--- config.mk ---
export PLATFORM = sky130hd
export DESIGN_NAME = rvfi_retire_fifo
export DESIGN_NICKNAME = d
export VERILOG_FILES = /design/src/rtl/rvfi_retire_fifo.sv
export SDC_FILE = /design/constraint.sdc
export NUM_CORES = 2
export LEC_CHECK = 0
export ABC_AREA = 1
export BUFFER_PORTS_ARGS = -buffer_cell sky130_fd_sc_hd__buf_2
export CAP_MARGIN = 15
export CORE_ASPECT_RATIO = 1.5
export CORE_MARGIN = 5
export CORE_UTILIZATION = 60
export CTS_CLUSTER_DIAMETER = 40
export DETAILED_ROUTE_END_ITERATION = 6
export HOLD_SLACK_MARGIN = 0.02
export PLACE_DENSITY = 0.75
export SETUP_SLACK_MARGIN = 0.15
export SLEW_MARGIN = 20
export SYNTH_ARGS = -nofsm -noshare
export SYNTH_HDL_FRONTEND = slang
export SYNTH_SLANG_ARGS = --single-unit
export TNS_END_PERCENT = 20
--- constraint.sdc ---
create_clock -name clk_i -period 32 [get_ports clk_i]
set_input_delay 6.4 -clock clk_i [delete_from_list [all_inputs] [get_ports clk_i]]
set_output_delay 6.4 -clock clk_i [all_outputs]
set_load 0.01 [all_outputs]
--- src/rtl/rvfi_retire_fifo.sv ---
// RVFI retirement capture FIFO: compacts valid retire lanes into one queue, drains one record per
// cycle over valid/ready, and tracks order continuity, overflow drops and halt freeze.
module rvfi_retire_fifo #(
  parameter int unsigned NRET  = 1,
  parameter int unsigned DEPTH = 16,
  parameter int unsigned ILEN  = 32,
  localparam int unsigned REC  = 64 + 4*ILEN + 7,
  localparam int unsigned PW   = $clog2(DEPTH),
  localparam int unsigned LW   = PW + 1
) (
  input  logic                 clk_i,
  input  logic                 rst_ni,
  input  logic [NRET-1:0]      rvfi_valid,
  input  logic [64*NRET-1:0]   rvfi_order,
  input  logic [ILEN*NRET-1:0] rvfi_insn,
  input  logic [NRET-1:0]      rvfi_trap,
  input  logic [NRET-1:0]      rvfi_halt,
  input  logic [ILEN*NRET-1:0] rvfi_pc_rdata,
  input  logic [ILEN*NRET-1:0] rvfi_pc_wdata,
  input  logic [5*NRET-1:0]    rvfi_rd_addr,
  input  logic [ILEN*NRET-1:0] rvfi_rd_wdata,
  output logic                 out_valid_o,
  input  logic                 out_ready_i,
  output logic [REC-1:0]       out_rec_o,
  output logic [LW-1:0]        level_o,
  output logic                 overflow_o,
  output logic [15:0]          drop_cnt_o,
  output logic                 order_err_o,
  output logic [63:0]          err_order_o,
  output logic                 halted_o
);

  // state  | meaning
  // RUN    | capturing retire batches
  // FROZEN | halt record captured; new retires ignored, FIFO still drains
  typedef enum logic {RUN, FROZEN} state_e;

  state_e            state_q, state_d;
  logic [REC-1:0]    mem [DEPTH];
  logic [PW-1:0]     wr_ptr_q, wr_ptr_d, rd_ptr_q, rd_ptr_d;
  logic [LW-1:0]     level_q, level_d, free, k;
  logic [NRET-1:0]   take;
  logic [PW-1:0]     slot [NRET];
  logic [REC-1:0]    lane_rec [NRET];
  logic              cut, accept, drop, pop;
  logic [63:0]       exp_q, exp_d, err_order_q, err_order_d;
  logic              order_err_q, order_err_d, overflow_q, overflow_d;
  logic [15:0]       drop_cnt_q, drop_cnt_d;
  logic [16:0]       drop_sum;

  // Lane selection: valid lanes in order, stopping after the first halt lane.
  always_comb begin
    k    = '0;
    take = '0;
    cut  = 1'b0;
    for (int i = 0; i < NRET; i++) begin
      slot[i]     = '0;
      lane_rec[i] = {rvfi_order[i*64 +: 64], rvfi_insn[i*ILEN +: ILEN], rvfi_trap[i], rvfi_halt[i],
                     rvfi_pc_rdata[i*ILEN +: ILEN], rvfi_pc_wdata[i*ILEN +: ILEN],
                     rvfi_rd_addr[i*5 +: 5], rvfi_rd_wdata[i*ILEN +: ILEN]};
      if (rvfi_valid[i] && !cut && state_q == RUN) begin
        take[i] = 1'b1;
        slot[i] = k[PW-1:0];
        k       = k + LW'(1);
        cut     = rvfi_halt[i];
      end
    end
  end

  assign free   = LW'(DEPTH) - level_q;
  assign accept = (k != '0) && (free >= k);
  assign drop   = (k != '0) && !accept;
  assign pop    = out_valid_o && out_ready_i;

  always_comb begin
    exp_d       = exp_q;
    order_err_d = order_err_q;
    err_order_d = err_order_q;
    for (int i = 0; i < NRET; i++) begin
      if (take[i]) begin
        if (accept && rvfi_order[i*64 +: 64] != exp_d && !order_err_d) begin
          order_err_d = 1'b1;
          err_order_d = rvfi_order[i*64 +: 64];
        end
        // Dropped records still move the expectation so the next batch is judged fairly.
        exp_d = rvfi_order[i*64 +: 64] + 64'd1;
      end
    end
  end

  always_comb begin
    state_d    = state_q;
    wr_ptr_d   = wr_ptr_q;
    rd_ptr_d   = rd_ptr_q;
    level_d    = level_q + (accept ? k : '0) - LW'(pop);
    overflow_d = overflow_q | drop;
    drop_sum   = {1'b0, drop_cnt_q} + 17'(k);
    drop_cnt_d = drop_cnt_q;
    if (accept) wr_ptr_d = wr_ptr_q + k[PW-1:0];
    if (pop)    rd_ptr_d = rd_ptr_q + PW'(1);
    if (drop)   drop_cnt_d = drop_sum[16] ? 16'hFFFF : drop_sum[15:0];
    if (state_q == RUN && accept && cut) state_d = FROZEN;
  end

  always_ff @(posedge clk_i) begin
    if (accept) begin
      for (int i = 0; i < NRET; i++) begin
        if (take[i]) mem[wr_ptr_q + slot[i]] <= lane_rec[i];
      end
    end
  end

  always_ff @(posedge clk_i or negedge rst_ni) begin
    if (!rst_ni) begin
      state_q     <= RUN;
      wr_ptr_q    <= '0;
      rd_ptr_q    <= '0;
      level_q     <= '0;
      exp_q       <= '0;
      order_err_q <= 1'b0;
      err_order_q <= '0;
      overflow_q  <= 1'b0;
      drop_cnt_q  <= '0;
    end else begin
      state_q     <= state_d;
      wr_ptr_q    <= wr_ptr_d;
      rd_ptr_q    <= rd_ptr_d;
      level_q     <= level_d;
      exp_q       <= exp_d;
      order_err_q <= order_err_d;
      err_order_q <= err_order_d;
      overflow_q  <= overflow_d;
      drop_cnt_q  <= drop_cnt_d;
    end
  end

  assign out_valid_o = level_q != '0;
  assign out_rec_o   = out_valid_o ? mem[rd_ptr_q] : '0;
  assign level_o     = level_q;
  assign overflow_o  = overflow_q;
  assign drop_cnt_o  = drop_cnt_q;
  assign order_err_o = order_err_q;
  assign err_order_o = err_order_q;
  assign halted_o    = state_q == FROZEN;

endmodule

-- Yosys cells after proc, flatten, opt, wreduce, memory -nomap -nowiden
Memory sizes are Yosys's and may differ from the RTL's.
Index checks and enable logic that the tools add are counted.
- flip-flop bits (word level): 160
- bits in latches: 0
- bits in writable memories: 3184
- ROM bits: 0
- input bits: 203
- output and inout port bits: 288
- logic and storage cells: 43
- memories: 1
- add/sub/neg operators: 7
- $mul: 0
- div/mod/pow operators: 0
- magnitude comparators: 1
- equality and inequality tests: 1
- shift-type cells: 0
- mux-type cells: 9
- bitwise gates (word level): 2
- reduce and logical (&&, ||, !) cells: 13
- memory list (memory ; words ; width ; rd ports ; clocked after memory_dff ; write ports ; line ; RTL):
    mem ; 16 ; 199 ; 1 ; 0 ; 1 ; 39 ; logic [REC-1:0] mem [DEPTH];
- operator list (cell ; count):
    two-way mux 199 bit ; 1
    adder 64 x 1 -> 64 bit (second input constant) ; 1
    != test 64 bit ; 1
    adder 16 x 1 -> 17 bit ; 1
    two-way mux 16 bit ; 1
    nonzero test 5 bit ; 2
    logical AND 1 bit ; 8
    two-way mux 1 bit ; 7
    adder 5 x 1 -> 5 bit ; 1
    greater-or-equal comparator 5 x 1 -> 1 bit ; 1
    subtractor 5 x 1 -> 5 bit ; 1
    subtractor 5 bit (first input constant) ; 1
    adder 4 x 1 -> 4 bit ; 1
    adder 4 x 1 -> 4 bit (second input constant) ; 1
    zero test 1 bit ; 2
    AND reduction 2 bit ; 1
    inverter 1 bit ; 1
    bitwise OR 1 bit ; 1

-- Depth between registers and ports, before layout
- depth after elaboration: 8
- depth in mapped cells: 19
- mapped depth without buffers: 17

-- Worst setup path after synthesis
No wires, ideal clock.
- path type: input to register
- start: in rvfi_valid
- end: mem mem[0][0] (netlist bit) (enable)
- library setup time: 1.003 ns
- arrival time: 21.041 ns
- data required time: 30.997 ns
- path slack: 9.956 ns
- cell stages on the path: 11
- path buffers: 2
- cell sequence: nand2_1 -> inv_1 -> clkbuf_1 -> buf_1 -> ha_1 -> nor2_1 -> nand3_1 -> nor2_1 -> nand2_1 -> nand2_1 -> nor3_1
- elaborated cells between the ends (all ways): 9
- classes of those cells: 1 x order compare; 5 x mux; 3 x reduce/logical
- RTL lines (element ; line ; RTL):
    start, declared ; 13 ; input logic [NRET-1:0] rvfi_valid,
    logical AND 1 bit ; 61 ; if (rvfi_valid[i] && !cut && state_q == RUN) begin
    two-way mux 1 bit ; 61 ;
    net take ; 42 ; logic [NRET-1:0] take;
    two-way mux 1 bit ; 108 ; if (take[i]) mem[wr_ptr_q + slot[i]] <= lane_rec[i];
    two-way mux 1 bit ; 106 ; if (accept) begin
    two-way mux 1 bit (not written as such) ; 108 ;
    end, declared ; 39 ;
The timed path passes the listed nets, and every way through them passes these cells.

-- Worst setup path in the final report
- start: reg rd_ptr_q[1]
- end: out out_rec_o[61]
- cells in the longest elaborated chain, start to end: 2
- ends and longest elaborated chain (element ; line ; RTL):
    start, declared ; 40 ; logic [PW-1:0] wr_ptr_q, wr_ptr_d, rd_ptr_q, rd_ptr_d;
    start signal, assigned ; 127 ; rd_ptr_q <= rd_ptr_d;
    memory read (16 x 199 bit) ; n/a ;
    two-way mux 199 bit ; 138 ; assign out_rec_o = out_valid_o ? mem[rd_ptr_q] : '0;
    end, declared ; 24 ; output logic [REC-1:0] out_rec_o,
No other way between the ends.

==> out/metrics.csv <==
stage,metric,value,unit
worst_setup_path,cp_num_buf_inv,5,
sta,hold_violations,0,
status,outcome,"complete, no violations",
yosys,avgSynthCellArea,13.4,µm²
sta,worst_pin_slew,1.20,ns
clocking,cts_tree,done,
worst_setup_path,worst-setup-path-type,reg2out,
worst_setup_path,worst_path_max_delay_cell,buf_4,
floorplan,die_width,394,µm
sta,slew_headroom,20.3,%
drt,drt_iter0_markers,10589,
yosys,synth-seq-cells,3344,
worst_setup_path,crit_path_cell_trace,buf_4 > buf_4 > buf_4 > buf_4 > o21ai_0 > o221ai_1 > o211ai_1 > a21oi_1 > buf_2,
floorplan,ios,491,
drt,vias_per_cell,6.64,
final_layout,syn_to_final_growth,11.2,%
sta,fin_worst_skew,0.0572,ns
worst_setup_path,max_stage_delay,0.95,ns
yosys,synth.top_cell.area_share,72.1,%
clocking,hold_buffers,0,
sta,drv_slew,0,
sta,max_freq,0.0774,GHz
worst_setup_path,worstPathArrival,6.52,ns
worst_setup_path,cp_top_family,buffers and inverters,
floorplan,core-area,220000,µm²
global_route,overflow,0,
yosys,yosys_most_used_dff,edfxtp_1,
sta,setup_violations,0,
yosys,synth-seq-area-share,75.1,%
power_and_ir_drop,finalPower,0.0126,W
clocking,root_buffer,clkbuf_16,
worst_setup_path,cpMostUsedCell,buf_4,
floorplan,rows,211,
floorplan,die-area,231000,µm²
worst_setup_path,critPathLaunchType,register,
drt,first_pass_iters,6,
power_and_ir_drop,leakagePower,48.3,nW
drt,num_vias,88385,
yosys,synthArstFlopShare,4.78,%
worst_setup_path,path_max_fanout,104,
yosys,syn-num-nets,10142,
clocking,cts_setup_buffers,0,
clocking,clk_path_buf_depth,4,
yosys,synth_warnings,0,
hold_path,holdCritPathClass,reg2reg,
clocking,clock_latency,0.86,ns
clocking,htree_levels,5,
clocking,cts_buffers,329,
drt,ant_nets,0,
final_layout,fin_cells,13316,
global_route,track_usage,30.8,%
place,port_buffers,490,
clocking,post_cts_resize_count,0,
floorplan,initial_core_util,60.2,%
sta,finalCriticalPeriod,12.92,ns
yosys,syn-cell-area,133000,µm²
global_route,grt_max_degree,372,
final_layout,nNetsFinal,10357,
power_and_ir_drop,ir_drop,0.107,mV
yosys,synth_cells,9922,
yosys,synth_top_area_cell,edfxtp_1,
place,place.gp.congestion,0.950,
yosys,ys_types,38,
sta,finalCritPeriodShare,40.4,%
clocking,cts_sinks,3344,
worst_setup_path,crit_required,25.60,ns
sta,final.setup.tns,0,ns
floorplan,die_h,586,µm
run,drv_cap,0,
drt,wl,365000,µm
yosys,synth.area.top_cells,"edfxtp_1 72%, o21ai_0 6.1%, nor2_1 5.0%",
drt,wire_per_inst,27.4,µm
place,place_inst,12680,
power_and_ir_drop,cellPowerDensity,85.1,nW/µm²
sta,rsz0062_at_grt,false,
final_layout,layout-drive-gt1-share,11.2,%
global_route,grt_pass1_vias,87827,
global_route,grt_pass1_wl,539000,µm
yosys,synth-edff-count,3184,
place,place_hpwl,183000,µm
clocking,clk_pin_slew,0.06,ns
global_route,antenna_found_initial,49,
drt,route.detailed.drc,0,
worst_setup_path,crit_path_end_kind,primary output,
[report_power, final]
part           leakage, nW  internal (W)  total [W]  switching, W
combinational         12.6       0.00111    0.00393       0.00282
clock                 5.13       0.00212    0.00378       0.00165
sequential            30.6       0.00479    0.00485     0.0000556
[cell families after synthesis]
group,Yosys count,synth area share [%]
DFF,3344,75.1
AOI/OAI and AO/OA,2915,13.3
and+or+nand+nor,2663,8.02
buffers and inverters,918,3.02
xor gates and xnor gates,65,0.429
adders and majority gates,17,0.166
[through the flow]
step                      utilization (%)  hold WS [ns]  instance area (µm²)  setup WS (ns)
after floorplan                         -         0.468               133000           9.96
after global placement               62.1         0.449               137000          20.00
after detailed placement             62.1         0.450               137000          19.91
after CTS                            66.9         0.471               147000          18.94
after global routing                 66.9         0.496               147000          18.75
final                                67.0         0.468               147000          19.08
[cells in the final DEF, fill, tap and decap left out, types with 13 or more instances in the layout]
| cell | n |
|---|---|
| a21oi_1 | 203 |
| buf_12 | 20 |
| buf_2 | 489 |
| buf_4 | 108 |
| bufinv_16 | 19 |
| clkbuf_1 | 52 |
| clkbuf_16 | 337 |
| clkinv_1 | 47 |
| clkinv_2 | 46 |
| clkinv_4 | 14 |
| clkinvlp_4 | 19 |
| dfrtp_1 | 156 |
| diode_2 | 42 |
| edfxtp_1 | 3184 |
| ha_1 | 15 |
| inv_1 | 170 |
| inv_6 | 29 |
| inv_8 | 16 |
| nand2_1 | 538 |
| nand3_1 | 224 |
| nand4_1 | 92 |
| nor2_1 | 1739 |
| nor2_4 | 13 |
| nor3_1 | 31 |
| o211ai_1 | 238 |
| o21ai_0 | 1612 |
| o21ai_1 | 54 |
| o221ai_1 | 558 |
| o22ai_1 | 239 |
| xor2_1 | 61 |
[registers in the layout, summed over array words and instances, names as in the netlist]
register / flops
order_err_o: 1
halted_o: 1
overflow_o: 1
rd_ptr_q: 4
wr_ptr_q: 4
level_o: 5
mem: 3184
drop_cnt_o: 16
exp_q: 64
err_order_o: 64
[Yosys cell counts (3+ instances only)]
library cell,instances
buf_4,40
nor3_1,35
nand2_1,540
nand3b_1,4
a31oi_1,9
nor2_2,3
o221ai_1,558
nor2_1,1751
dfrtp_1,160
nand3_1,225
o211ai_1,238
xnor2_1,4
clkbuf_1,501
clkbuf_2,4
buf_2,152
inv_1,174
nor3_2,4
o21ai_0,1612
ha_1,16
o22ai_1,239
inv_2,5
nand4_1,92
edfxtp_1,3184
a21oi_1,203
buf_1,13
o21ai_1,54
buf_6,27
or2_2,3
xor2_1,61
[layer usage]
metal	share of wire, %	routed length [µm]	vias to the layer above	global-route usage, %
li1	-	-	37956	-
met1	36	131000	43916	40.5
met2	49	178000	5537	51.1
met3	12	42000	956	6.39
met4	3.8	13800	20	12.1
met5	0.036	131	-	0
[path summary, 6_finish.rpt]
| path | depth (start not counted) | slack [ns] | endpoint | startpoint |
|---|---|---|---|---|
| max | 9 | 19.08 | out_rec_o[61] | rd_ptr_q[1] |
| min | 1 | 0.47 | overflow_o | overflow_o |
| max reg2reg | 11 | 26.52 | mem[7][110] | halted_o |
| min reg2reg | 1 | 0.47 | overflow_o | overflow_o |
| max in group asynchronous | 2 | 24.79 | drop_cnt_o[12] | rst_ni |
| min in group asynchronous | 1 | 5.65 | exp_q[41] | rst_ni |
[final cells by class]
cell class	count	area, µm²
repair buffers	622	3730
well taps	2875	3600
inverters	180	724
fillers	14886	72700
multi-input cells	5660	29100
clock inverters	199	1850
diodes	42	105
clock buffers	394	8700
flip-flops and latches	3344	99600
Power figures use the tool's default switching activity.
